### src/rtl/io_responder_if.sv
// Core-side IO port bundle: level read/write strobes from the core, one-cycle
// ready pulse, busy stall indication and read data back from the responder.
interface io_responder_if #(
    parameter int DATA_W = 32
);
    logic              io_read;
    logic              io_write;
    logic [DATA_W-1:0] io_wdata;
    logic [DATA_W-1:0] io_rdata;
    logic              io_ready;
    logic              io_busy;

    modport master (
        output io_read, io_write, io_wdata,
        input  io_rdata, io_ready, io_busy
    );

    modport slave (
        input  io_read, io_write, io_wdata,
        output io_rdata, io_ready, io_busy
    );
endinterface

### src/rtl/io_responder.sv
// MMIO responder: writes latch the LED register, reads stall until a fresh
// debounced confirm-button press and then return the synchronized switches.
module io_responder #(
    parameter int DATA_W          = 32,
    parameter int SW_W            = 16,
    parameter int LED_W           = 16,
    parameter int DEBOUNCE_CYCLES = 20000
) (
    input  logic             clk,
    input  logic             rst_n,
    io_responder_if.slave    bus,
    input  logic [SW_W-1:0]  sw_in,
    input  logic             btn_confirm,
    output logic [LED_W-1:0] led_out,
    output logic             wait_led
);
    localparam int CNT_W = $clog2(DEBOUNCE_CYCLES + 1);

    typedef enum logic [1:0] {IDLE, WR_RESP, RD_WAIT, RD_RESP} state_t;

    state_t            state_r;
    state_t            state_nx_s;
    logic [SW_W-1:0]   sw_meta_r;
    logic [SW_W-1:0]   sw_sync_r;
    logic              btn_meta_r;
    logic              btn_sync_r;
    logic [CNT_W-1:0]  db_cnt_r;
    logic              btn_db_r;
    logic              btn_db_q_r;
    logic              btn_rise_s;
    logic [DATA_W-1:0] sw_ext_s;
    logic [DATA_W-1:0] rdata_r;
    logic [LED_W-1:0]  led_r;
    logic              ready_r;
    logic              busy_r;
    logic              wait_led_r;

    // Two-flop synchronizers for the asynchronous switches and button.
    always_ff @(posedge clk or negedge rst_n) begin
        if (!rst_n) begin
            sw_meta_r  <= '0;
            sw_sync_r  <= '0;
            btn_meta_r <= 1'b0;
            btn_sync_r <= 1'b0;
        end else begin
            sw_meta_r  <= sw_in;
            sw_sync_r  <= sw_meta_r;
            btn_meta_r <= btn_confirm;
            btn_sync_r <= btn_meta_r;
        end
    end

    // Debounce: the level only follows after DEBOUNCE_CYCLES consecutive differing samples.
    always_ff @(posedge clk or negedge rst_n) begin
        if (!rst_n) begin
            db_cnt_r   <= '0;
            btn_db_r   <= 1'b0;
            btn_db_q_r <= 1'b0;
        end else begin
            btn_db_q_r <= btn_db_r;
            if (btn_sync_r == btn_db_r) begin
                db_cnt_r <= '0;
            end else if (db_cnt_r == CNT_W'(DEBOUNCE_CYCLES - 1)) begin
                db_cnt_r <= '0;
                btn_db_r <= btn_sync_r;
            end else begin
                db_cnt_r <= db_cnt_r + CNT_W'(1);
            end
        end
    end

    // Rise detect and zero-extended switch value for read data.
    always_comb begin
        btn_rise_s            = btn_db_r & ~btn_db_q_r;
        sw_ext_s              = '0;
        sw_ext_s[SW_W-1:0]    = sw_sync_r;
    end

    // Next-state logic; write wins over a simultaneous read.
    always_comb begin
        state_nx_s = state_r;
        case (state_r)
            IDLE: begin
                if (bus.io_write) begin
                    state_nx_s = WR_RESP;
                end else if (bus.io_read) begin
                    state_nx_s = RD_WAIT;
                end else begin
                    state_nx_s = IDLE;
                end
            end
            WR_RESP: state_nx_s = IDLE;
            RD_WAIT: begin
                if (btn_rise_s) begin
                    state_nx_s = RD_RESP;
                end else begin
                    state_nx_s = RD_WAIT;
                end
            end
            RD_RESP: state_nx_s = IDLE;
            default: state_nx_s = IDLE;
        endcase
    end

    // State register plus outputs registered from the next state so they align with it.
    always_ff @(posedge clk or negedge rst_n) begin
        if (!rst_n) begin
            state_r    <= IDLE;
            ready_r    <= 1'b0;
            busy_r     <= 1'b0;
            wait_led_r <= 1'b0;
            led_r      <= '0;
            rdata_r    <= '0;
        end else begin
            state_r    <= state_nx_s;
            ready_r    <= (state_nx_s == WR_RESP) || (state_nx_s == RD_RESP);
            busy_r     <= (state_nx_s == RD_WAIT);
            wait_led_r <= (state_nx_s == RD_WAIT);
            if ((state_r == IDLE) && bus.io_write) begin
                led_r <= bus.io_wdata[LED_W-1:0];
            end
            if ((state_r == RD_WAIT) && btn_rise_s) begin
                rdata_r <= sw_ext_s;
            end
        end
    end

    assign bus.io_rdata = rdata_r;
    assign bus.io_ready = ready_r;
    assign bus.io_busy  = busy_r;
    assign led_out      = led_r;
    assign wait_led     = wait_led_r;
endmodule

### src/flat_wrapper.sv
// flat-port wrapper written by rule: the top's interface ports become plain ports
module io_responder_flat 
#(
    parameter int DATA_W          = 32,
    parameter int SW_W            = 16,
    parameter int LED_W           = 16,
    parameter int DEBOUNCE_CYCLES = 20000
)
  (clk, rst_n, sw_in, btn_confirm, led_out, wait_led, bus_io_read, bus_io_write, bus_io_wdata, bus_io_rdata, bus_io_ready, bus_io_busy);
  io_responder_if #(.DATA_W(DATA_W)) bus_i ();
  input  logic clk;
  input  logic rst_n;
  input  logic [SW_W-1:0] sw_in;
  input  logic btn_confirm;
  output logic [LED_W-1:0] led_out;
  output logic wait_led;
  input wire logic [$bits(bus_i.io_read)-1:0] bus_io_read;
  input wire logic [$bits(bus_i.io_write)-1:0] bus_io_write;
  input wire logic [$bits(bus_i.io_wdata)-1:0] bus_io_wdata;
  output wire logic [$bits(bus_i.io_rdata)-1:0] bus_io_rdata;
  output wire logic [$bits(bus_i.io_ready)-1:0] bus_io_ready;
  output wire logic [$bits(bus_i.io_busy)-1:0] bus_io_busy;
  assign bus_i.io_read = bus_io_read;
  assign bus_i.io_write = bus_io_write;
  assign bus_i.io_wdata = bus_io_wdata;
  assign bus_io_rdata = bus_i.io_rdata;
  assign bus_io_ready = bus_i.io_ready;
  assign bus_io_busy = bus_i.io_busy;
  io_responder #(.DATA_W(DATA_W), .SW_W(SW_W), .LED_W(LED_W), .DEBOUNCE_CYCLES(DEBOUNCE_CYCLES)) u_core (.clk(clk), .rst_n(rst_n), .bus(bus_i), .sw_in(sw_in), .btn_confirm(btn_confirm), .led_out(led_out), .wait_led(wait_led));
endmodule
### config.mk
export PLATFORM = sky130hd
export DESIGN_NAME = io_responder_flat
export DESIGN_NICKNAME = d
export VERILOG_FILES = /design/src/rtl/io_responder_if.sv /design/src/rtl/io_responder.sv /design/src/flat_wrapper.sv
export SDC_FILE = /design/constraint.sdc
export NUM_CORES = 1
export LEC_CHECK = 0
export CORE_UTILIZATION = 49
export DETAILED_ROUTE_END_ITERATION = 10
export PLACE_DENSITY_LB_ADDON = 0.2
export SLEW_MARGIN = 20
export SYNTH_ARGS = -nofsm -noshare
export SYNTH_HDL_FRONTEND = slang
export SYNTH_SLANG_ARGS = --single-unit
### constraint.sdc
create_clock -name clk -period 3.34 [get_ports clk]
set_input_delay 0.501 -clock clk [delete_from_list [all_inputs] [get_ports clk]]
set_output_delay 0.501 -clock clk [all_outputs]
set_load 0.02 [all_outputs]
==> impl_metrics.toml <==
[global_route]
grt_pass1_wl_um = 8160
grt_pass1_vias = 1748
grt.total_usage_pct = 17.0
antenna_found_initial = 0
grt.met2_usage_pct = 27.6
gr-total-overflow = 0
use_met1_pct = 20.2
top_usage_layer = "met2"
use_met3_pct = 4.44
grt_max_degree = 87

[timing]
maxSlewHeadroom_pct = 51.7
fmax_ghz = 0.501
holdWs_ns = 0.186
tns_ns = 0
worst_pin_slew_ns = 0.724
period_share_pct = 59.8
finClkSkew_ns = 0.0119
slew_violations = 0
finalSetupViolCount = 0
rsz0062_at_grt = "no"
period_minus_slack_ns = 2.00
hold_viol = 0

[placed_design]
dpl.hpwl_um = 3400
portBuffers = 71
gp_congestion = 0.736
place_inst = 349

[synthesis]
synth_common_cells = "dfrtp_1 (86), mux2_2 (24), buf_4 (21)"
synth-compound-area-share_pct = 1.04
syn_inst = 209
synthAdderAreaFrac_pct = 0.400
synth.avg_cell_area_um2 = 15.0
ys_seq_elements = 86
seq_area_frac_synth_pct = 68.9
synth_top_family_by_area = "multiplexers"
yosys_warnings = 0
netlist_top_cells_area = "dfrtp_1 (69%), mux2_2 (8.6%), buf_4 (5.0%)"
synthArstFlopShare_pct = 100
synth_edf_count = 0
synth.most_common_cell = "dfrtp_1"
synthXorXnorAreaFrac_pct = 3.36
synth.top_cell.area_share_pct = 68.9
yosysTopAreaCell = "dfrtp_1"
synth_cell_types = 30
synthMuxAreaShare_pct = 11.9
synth-simple-area-share_pct = 8.21
syn_area_mm2 = 0.00313
ys.flop_type = "dfrtp_1"

[route]
dr.pass1.iters = 4
drt-initial-drc-count = 41
drt-total-wl_um = 5000
antenna_left = 0
dr_total_vias = 1745
wire_per_inst_um = 13.7
drc = 0
routed_via_density = 4.78

[floorplan]
die_w_um = 81.9
die_area_mm2 = 0.00670
die_y_um = 81.9
rows = 28
ios = 104
start_util_pct = 51.9
core_mm2 = 0.00603

[worst_setup_path]
path_delay_family = "buffers and inverters"
cp.depth = 1
cpMaxStageDelayCell = "clkdlybuf4s50_1"
r2r-end = "u_core.bus.io_rdata[6]"
path_buf_inv = 1
max_stage_delay_ns = 0.66
startpoint = "u_core.state_r[0]"
r2r_cells = 3
cp_cell_sequence = "clkdlybuf4s50_1"
r2r_slack_ns = 1.53
critPathArrivalTime_ns = 1.50
crit_fanout = 5
critPathCaptureType = "output port"
r2r_start = "u_core.state_r[0]"
critPathLaunchType = "register"
cp.required_ns = 2.84
worstSetupPathType = "reg2out"

[power_and_ir_drop]
ir_drop_mv = 0.603
p_comb_share_pct = 23.7
p_clk_share_pct = 28.8
power.share.sequential_pct = 47.5
netSwitchingFraction_pct = 28.3
intPower_w = 0.00189
leakage_nw = 1.80
power.switching_w = 0.000747
p_total_w = 0.00264
power_density_mw_per_mm2 = 651

[clock_tree]
clockBufferDepth = 2
cts-root-buf = "clkbuf_8"
clock_sinks = 86
clk_pin_slew_worst_paths_ns = 0.09
cts_hold_buf = 0
cts_tree = "yes"
htree_levels = 3
clk_latency_ns = 0.35
cts_resized = 0
numCtsBuffers = 9
cts_setup_buffers = 0

[layout]
n_fill_cell = 442
fin_util_pct = 67.2
regArea_mm2 = 0.00215
drive_above_1_share_pct = 17.6
antenna_cells = 0
areaGrowthSynthToFinish_pct = 29.6
fin_cells = 365
multiInputGateArea_um2 = 853
nets = 339

[job]
cap_violations = 0

[status]
status = "complete, no violations"

[min_path]
hold_class = "in2async"
cell families (layout without fill, tap and decap cells):
family          after synthesis  count (layout)
buf+inv                      26              92
xor+xnor                     12              12
flops                        86              86
compound gates                5               5
other cells                   1              16
mux                          33              33
simple gates                 45              45
fa+ha+maj                     1               1
state kept, by name (all words and copies together) (netlist names):
signal and count:
u_core.btn_meta_r 1, u_core.btn_db_q_r 1, u_core.bus.io_busy 1, u_core.bus.io_rdata 16, u_core.db_cnt_r 15, u_core.led_out 16, u_core.btn_db_r 1, u_core.state_r 2
u_core.sw_sync_r 16, u_core.sw_meta_r 16, u_core.btn_sync_r 1
cell type report:
class	instances	share of cell area, %
Tap cell	75	2.32
Clock inverter	6	1.85
Timing Repair Buffer	73	17.9
Inverter	3	0.278
Multi-Input combinational cell	112	21.1
Sequential cell	86	53.1
Clock buffer	10	3.40
power groups by stage:
stage	clock, W	sequential (W)	combinational (W)
2_1_floorplan	0	0.00140	0.000194
3_3_place_gp	0	0.00126	0.000622
3_5_place_dp	0	0.00128	0.000631
4_1_cts	0.000778	0.00126	0.000633
5_1_grt	0.000824	0.00127	0.000665
6_report	0.000760	0.00125	0.000626
routing by layer:
layer  wire length (µm)  part of all wire (%)
met1               2220                    44
met5                  0                     0
met2               2380                    48
met3                306                   6.1
met4                 93                   1.9
cell usage in the layout, fill, tap and decap left out, drive strengths merged, types with 2 or more instances in the layout:
cell	netlist	final
a21oi	3	3
and3	2	2
buf	23	3
clkbuf	0	10
clkdlybuf4s50	0	70
conb	1	16
dfrtp	86	86
inv	3	7
mux2	33	33
nand2	3	3
nand3	7	7
nand4	4	4
nor2	14	14
nor3	5	5
o21ai	2	2
or2	3	3
or3	2	2
xnor2	6	6
xor2	6	6
metrics by stage:
stage                     setup WS (ns)  area, µm²
final                              1.34       4050
after global routing               1.28       4050
after CTS                          1.33       4050
after detailed placement           1.35       3830
after global placement             1.37       3830
after floorplan                    1.79       3180
how the worst max path moves through the flow:
| stage | to | slack (ns) |
|---|---|---|
| 5_1_grt | bus_io_ready | 1.28 |
| 6_report | bus_io_ready | 1.34 |
| 3_5_place_dp | u_core.led_out[1] | 1.35 |
| 3_3_place_gp | u_core.led_out[15] | 1.37 |
| 4_1_cts | bus_io_ready | 1.33 |
| 2_1_floorplan | u_core.led_out[10] | 1.79 |
Power figures use the tool's default switching activity.
